<file path="src/rtl/mem_port_arbiter.sv">
// Round-robin arbiter sharing one single-ported data memory between instruction
// fetch (read-only) and load/store, with a fixed multi-cycle access latency.
module mem_port_arbiter #(
    parameter int LATENCY = 2,
    parameter int ADDR_W  = 32,
    parameter int DATA_W  = 32
) (
    input  logic              Clk,
    input  logic              Rst_n,
    input  logic              In_IFReq,
    input  logic [ADDR_W-1:0] In_IFAddress,
    output logic [DATA_W-1:0] Out_IFData,
    output logic              Out_IFAck,
    input  logic [1:0]        In_MEMControl,
    input  logic [ADDR_W-1:0] In_MEMAddress,
    input  logic [DATA_W-1:0] In_MEMData,
    output logic [DATA_W-1:0] Out_MEMData,
    output logic              Out_MEMAck,
    output logic              Out_Stall,
    output logic [ADDR_W-1:0] Out_MemAddr,
    output logic [DATA_W-1:0] Out_MemWData,
    output logic              Out_MemRead,
    output logic              Out_MemWrite,
    input  logic [DATA_W-1:0] In_MemRData,
    output logic [1:0]        Out_DbgState
);

    // Debug encoding: 0 = IDLE, 1 = ACCESS, 2 = RESP.
    typedef enum logic [1:0] {
        IDLE   = 2'd0,
        ACCESS = 2'd1,
        RESP   = 2'd2
    } state_t;

    localparam logic [3:0] LAT_M1 = 4'(LATENCY - 1);

    state_t            r_state;
    state_t            w_next_state;
    logic [3:0]        r_count;
    logic              r_last_mem;
    logic              r_grant_mem;
    logic              r_write;
    logic [ADDR_W-1:0] r_addr;
    logic [DATA_W-1:0] r_wdata;
    logic [DATA_W-1:0] r_if_data;
    logic [DATA_W-1:0] r_mem_data;

    logic w_if_req;
    logic w_mem_req;
    logic w_grant_mem;
    logic w_start;
    logic w_done;

    assign w_if_req  = In_IFReq;
    assign w_mem_req = |In_MEMControl;
    // On a tie the requester that did not win last time goes first.
    assign w_grant_mem = w_mem_req & (~w_if_req | ~r_last_mem);
    assign w_start     = (r_state == IDLE) & (w_if_req | w_mem_req);
    assign w_done      = (r_state == ACCESS) & (r_count == 4'd0);

    always_ff @(posedge Clk or negedge Rst_n) begin
        if (!Rst_n) begin
            r_state <= IDLE;
        end else begin
            r_state <= w_next_state;
        end
    end

    always_comb begin
        w_next_state = r_state;
        Out_MemRead  = 1'b0;
        Out_MemWrite = 1'b0;
        Out_MemAddr  = '0;
        Out_MemWData = '0;
        Out_IFAck    = 1'b0;
        Out_MEMAck   = 1'b0;
        case (r_state)
            IDLE: begin
                if (w_start) w_next_state = ACCESS;
            end
            ACCESS: begin
                Out_MemAddr  = r_addr;
                Out_MemRead  = ~r_write;
                Out_MemWrite = r_write;
                if (r_write) Out_MemWData = r_wdata;
                if (w_done) w_next_state = RESP;
            end
            RESP: begin
                Out_IFAck    = ~r_grant_mem;
                Out_MEMAck   = r_grant_mem;
                w_next_state = IDLE;
            end
            default: w_next_state = IDLE;
        endcase
    end

    always_ff @(posedge Clk or negedge Rst_n) begin
        if (!Rst_n) begin
            r_count     <= '0;
            r_last_mem  <= 1'b0;
            r_grant_mem <= 1'b0;
            r_write     <= 1'b0;
            r_addr      <= '0;
            r_wdata     <= '0;
            r_if_data   <= '0;
            r_mem_data  <= '0;
        end else begin
            if (w_start) begin
                r_grant_mem <= w_grant_mem;
                r_last_mem  <= w_grant_mem;
                r_addr      <= w_grant_mem ? In_MEMAddress : In_IFAddress;
                r_wdata     <= In_MEMData;
                // Op 2'b11 carries the write bit, so it is handled as a store.
                r_write     <= w_grant_mem & In_MEMControl[0];
                r_count     <= LAT_M1;
            end else if ((r_state == ACCESS) && (r_count != 4'd0)) begin
                r_count <= r_count - 4'd1;
            end
            if (w_done && !r_write) begin
                if (r_grant_mem) r_mem_data <= In_MemRData;
                else             r_if_data  <= In_MemRData;
            end
        end
    end

    assign Out_IFData   = r_if_data;
    assign Out_MEMData  = r_mem_data;
    assign Out_Stall    = (w_if_req | w_mem_req) & ~(Out_IFAck | Out_MEMAck);
    assign Out_DbgState = r_state;

endmodule

</file>
<file path="config.mk">
export PLATFORM = sky130hd
export DESIGN_NAME = mem_port_arbiter
export DESIGN_NICKNAME = d
export VERILOG_FILES = /design/src/rtl/mem_port_arbiter.sv
export SDC_FILE = /design/constraint.sdc
export NUM_CORES = 1
export LEC_CHECK = 0
export BUFFER_PORTS_ARGS = -buffer_cell sky130_fd_sc_hd__clkbuf_2
export CAP_MARGIN = 25
export CORE_AREA = 2 2 131 133
export DETAILED_ROUTE_END_ITERATION = 6
export DIE_AREA = 0 0 133 135
export PLACE_DENSITY = 0.65
export SLEW_MARGIN = 10
export SYNTH_ARGS = -nofsm -noshare
export SYNTH_HDL_FRONTEND = slang
export SYNTH_SLANG_ARGS = --single-unit
</file>
<file path="constraint.sdc">
create_clock -name Clk -period 2.7 [get_ports Clk]
set_input_delay 0.135 -clock Clk [delete_from_list [all_inputs] [get_ports Clk]]
set_output_delay 0.135 -clock Clk [all_outputs]
set_load 0.01 [all_outputs]
</file>
# After elaboration in Yosys (flattened, before gate mapping)
# Cells that the tools add are included.
# classes
add_sub_neg,1
n_eq_ne,4
muxes,13
bitwise_logic,12
n_reduce_logical,11
# op_table
operator,n
$mux W32,4
$mux W4,2
$reduce_and A2 Y1,3
$and A1 B1 Y1,5
$logic_not A4 Y1,1
$mux W1,4
$mux W2,2
$ne A2 B2 Y1 const B,2
$not A1 Y1,4
$pmux W2 S2,1
$reduce_bool A4 Y1,1
$sub A4 B1 Y4 const B,1
$or A1 B1 Y1,3
$eq A2 B1 Y1 const B,1
$eq A2 B2 Y1 const B,1
$logic_and A1 B1 Y1,2
$logic_not A2 Y1,1
$reduce_bool A2 Y1,1
$reduce_or A2 Y1,1
$logic_not A1 Y1,1
# word_totals
register_bits,136
inputBits,133
output_inout_bits,135
word_cells,49

# Logic depth before layout (Yosys ltp)
# logic_depth
ltp_word,5
mapped_depth,7
depth_no_buf,5

# Worst setup path before layout
# OpenSTA, ideal clock, no wires.
# synth_path
kind,reg2reg
startpoint,register r_count[0]
endpoint,"register r_if_data[10], in the netlist Out_IFData[10]"
setup_time_ns,0.125
t_arrival_ns,1.916
required_time_ns,2.575
slack_ns,0.659
stages_incl_launch_ff,8
n_path_buf,2
synth_period_minus_slack_ns,2.041
path_cell_list,dfrtp_1 -> inv_1 -> ha_1 -> or3b_1 -> buf_2 -> nor4_4 -> buf_6 -> mux2_2
# synth_between
elab_chain_cells,4
# synth_lines
element,line_no,source
from (decl),39,logic [3:0] r_count;
from (signal assigned),117,r_count <= r_count - 4'd1;
$logic_not A4 Y1,59,assign w_done = (r_state == ACCESS) & (r_count == 4'd0);
$and A1 B1 Y1,59,
$logic_and A1 B1 Y1,119,if (w_done && !r_write) begin
$reduce_and A2 Y1 (no source line),-,
to (signal assigned),121,else r_if_data <= In_MemRData;
to (decl),45,logic [DATA_W-1:0] r_if_data;
# Every way passes these cells.
# A chain may end at the register's enable or synchronous reset.

# Worst setup path in the final report
# layout_path
startpoint,"register r_state[0], in the netlist Out_DbgState[0]"
endpoint,output Out_MemAddr[25]
# layout_between
elab_chain_cells,2
# layout_lines
element,line_no,source
from (decl),37,state_t r_state;
from (signal assigned),65,r_state <= w_next_state;
$eq A2 B1 Y1,77,case (r_state)
$mux W32,77,
to (decl),20,"output logic [ADDR_W-1:0] Out_MemAddr,"
# Every way passes these cells.

==> impl_metrics.py <==
metrics = {
    "run_status": {
        "status": "completed",
    },
    "routing": {
        "num_vias": 4929,
        "ant_nets": 0,
        "wirelength_mm": 16.7,
        "avgViaCountPerCell": 4.79,
        "wl_per_cell_microns": 16.2,
        "drc": 0,
        "drt_iter0_markers": 164,
        "drtPass1Iterations": 5,
    },
    "clocking": {
        "cts.sinks": 136,
        "root_buffer": "clkbuf_16",
        "cts_resized": 0,
        "cts_buffer_depth": 2,
        "clk_latency_ps": 410,
        "clk_pin_slew_worst_paths_ps": 60,
        "cts_tree": "done",
        "cts_max_level": 4,
        "numCtsBuffers": 17,
    },
    "cells_and_area": {
        "final_cells": 1028,
        "area_growth_pct": 49.5,
        "finalInstanceArea_sq_um": 8930,
        "regArea_sq_um": 3400,
        "utilization_pct": 54.4,
        "multi_input_area_sq_um": 2420,
        "insertedDiodeCount": 0,
        "drive_gt1_share_pct": 50.5,
        "fillCellCount": 1400,
        "nets": 931,
    },
    "sta": {
        "timing.final.crit_share_pct": 83.6,
        "hold_viol": 0,
        "fin_tns_setup_ps": 0,
        "slew_viol_final": 0,
        "worstMarginPinSlew_ps": 718,
        "fmax_ghz": 0.443,
        "setup_viol": 0,
        "skew_ps": 10.1,
        "rsz0062_at_grt": "false",
        "period_minus_slack_ps": 2260,
        "setup_slack_ps": 443,
        "max_slew_margin_pct": 52.1,
    },
    "floorplanning": {
        "start_util_pct": 36.4,
        "die_area_sq_um": 18000,
        "coreArea_sq_um": 16400,
        "dieWidth_microns": 133,
        "ioPinCount": 268,
        "placementRows": 47,
        "die_y_microns": 135,
    },
    "power_and_ir_drop": {
        "pwr-share-comb_pct": 39.6,
        "pwr-share-clk_pct": 25.6,
        "power_switching_uw": 3630,
        "internal_power_uw": 6930,
        "p_per_area_nw_per_um2": 1180,
        "power.leakage_uw": 0.00452,
        "p_sw_share_pct": 34.4,
        "power_frac_seq_pct": 34.8,
        "vdd_drop_max_mv": 0.507,
    },
    "place": {
        "post-place-cells": 929,
        "place_ws_ps": 533,
        "portBuffers": 267,
        "gp_congestion": 0.754,
        "dp_hpwl_mm": 11.5,
        "post_dp_cell_area_sq_um": 7560,
    },
    "global_route": {
        "grt_pass1_wl_mm": 26.4,
        "grt_max_degree": 79,
        "antenna_found_initial": 0,
        "grt_pass1_vias": 5178,
        "grtUsageTotal_pct": 18.7,
        "overflow": 0,
    },
    "yosys": {
        "dominantRegCellSynth": "dfrtp_1",
        "async_flop_share_pct": 100,
        "yosysTopAreaCellShare_pct": 57.0,
        "yosysTopAreaCell": "dfrtp_1",
        "mappedNetlistNets": 602,
        "synthTopCellsByArea": "dfrtp_1, mux2_2, mux2i_1",
        "synth.most_common_cell": "dfrtp_1",
        "avgSynthCellArea_sq_um": 12.8,
        "synth-warning-count": 0,
        "synth_common_cells": "dfrtp_1, mux2_2, o21ai_0",
        "synthCells": 467,
        "synth-seq-cells": 136,
        "synth_seq_area_share_pct": 57.0,
        "netlist_area_sq_um": 5970,
        "synth_cell_types": 31,
        "synth_edf_count": 0,
    },
    "setup_path": {
        "path_cells": "nor2b_4 -> buf_4 -> and2_1 -> clkbuf_2",
        "cp-startpoint": "Out_DbgState[0]",
        "end_kind": "output pin",
        "worstReg2RegStart": "r_count[0]",
        "critPathLaunchType": "flip-flop",
        "slowest_delay_ps": 590,
        "crit_path_top_delay_cell": "nor2b_4",
        "worstPathMaxFanout": 31,
        "cp.required_ps": 2570,
        "crit_type": "reg -> out",
        "critPathArrivalTime_ps": 2120,
    },
    "run": {
        "cap_violations": 0,
    },
    "worst_hold_path": {
        "hold_start": "In_IFAddress[16]",
        "hold_class": "in -> reg",
    },
}
-- metrics by stage --
step	hold WS [ps]	power (uW)
3_5_place_dp	216	7820
5_1_grt	5.32	11200
3_3_place_gp	210	7620
2_1_floorplan	-161	6110
4_1_cts	0.319	10600
6_report	14.6	10600
-- logic make-up (layout without fill, tap and decap cells) --
family          after synthesis  in the layout  synth area share [%]
simple gates                 86             86                  9.17
compound gates               75             75                  6.62
buf+inv                      39            380                  3.18
fa+ha+maj                     2              2                 0.419
flops                       136            136                  57.0
mux                         129            129                  23.6
-- final cells by class --
class / count / area share [%]
sequential: 136 / 38.1
multi-input combinational: 292 / 27.1
timing repair buffer: 346 / 23.9
clock buffer: 21 / 5.38
tap: 220 / 3.08
clock inverter: 10 / 2.40
inverter: 3 / 0.126
-- state kept, by name, summed over array words and instances (netlist names) --
signal,flops
r_write,1
Out_IFData,32
r_count,4
r_grant_mem,1
Out_MEMData,32
Out_DbgState,2
r_addr,32
r_wdata,32
-- power by group through the flow --
| stage | registers, uW | logic (uW) | clock network, uW |
|---|---|---|---|
| floorplan | 3740 | 2370 | 0 |
| global placement | 3620 | 4000 | 0 |
| detailed placement | 3690 | 4130 | 0 |
| CTS | 3670 | 4230 | 2750 |
| global route | 3810 | 4570 | 2860 |
| finish | 3670 | 4180 | 2700 |
-- worst paths after layout --
check                           cells after the start  slack (ps)              end
worst max-delay path                                4         440  Out_MemAddr[25]
worst min-delay path                                3          10       r_addr[16]
worst max register to register                      6         500   Out_IFData[21]
worst min register to register                      2         490       r_addr[14]
max in group asynchronous                           3        1570   Out_IFData[11]
min in group asynchronous                           2         310  Out_MEMData[13]
-- worst max-delay path, delay by kind of cell (launching register included) --
family,cells,cell delay (ps)
buffers and inverters,2,480
flip-flops,1,450
AND/OR/NAND/NOR,2,770
-- what timing repair did --
item	4_1_cts	5_1_grt
endpoints found under the hold margin	175	0
hold buffers	68	0
buffers inserted	0	0
-- cell usage in the layout, fill, tap and decap left out, drive strengths merged, types with 2 or more instances in the layout --
cell type and instances:
mux2i 33, o21ai 67, ha 2, and2 33
clkbuf 287, inv 4, buf 12, clkinv 2
a21oi 3, nand3 5, nand2b 2, and3 33
nor2 4, nor3 2, bufinv 6, nor3b 3
dfrtp 136, dlygate4sd3 68, mux2 96
-- routing by layer --
layer	part of all wire [%]	up-vias	track usage, %
met5	0	-	0
met4	1.6	0	6.33
met3	5.9	26	5.07
met2	53	180	33.9
met1	39	2410	21.4
li1	-	2313	-
No activity file was read; power rests on OpenSTA's default activity.
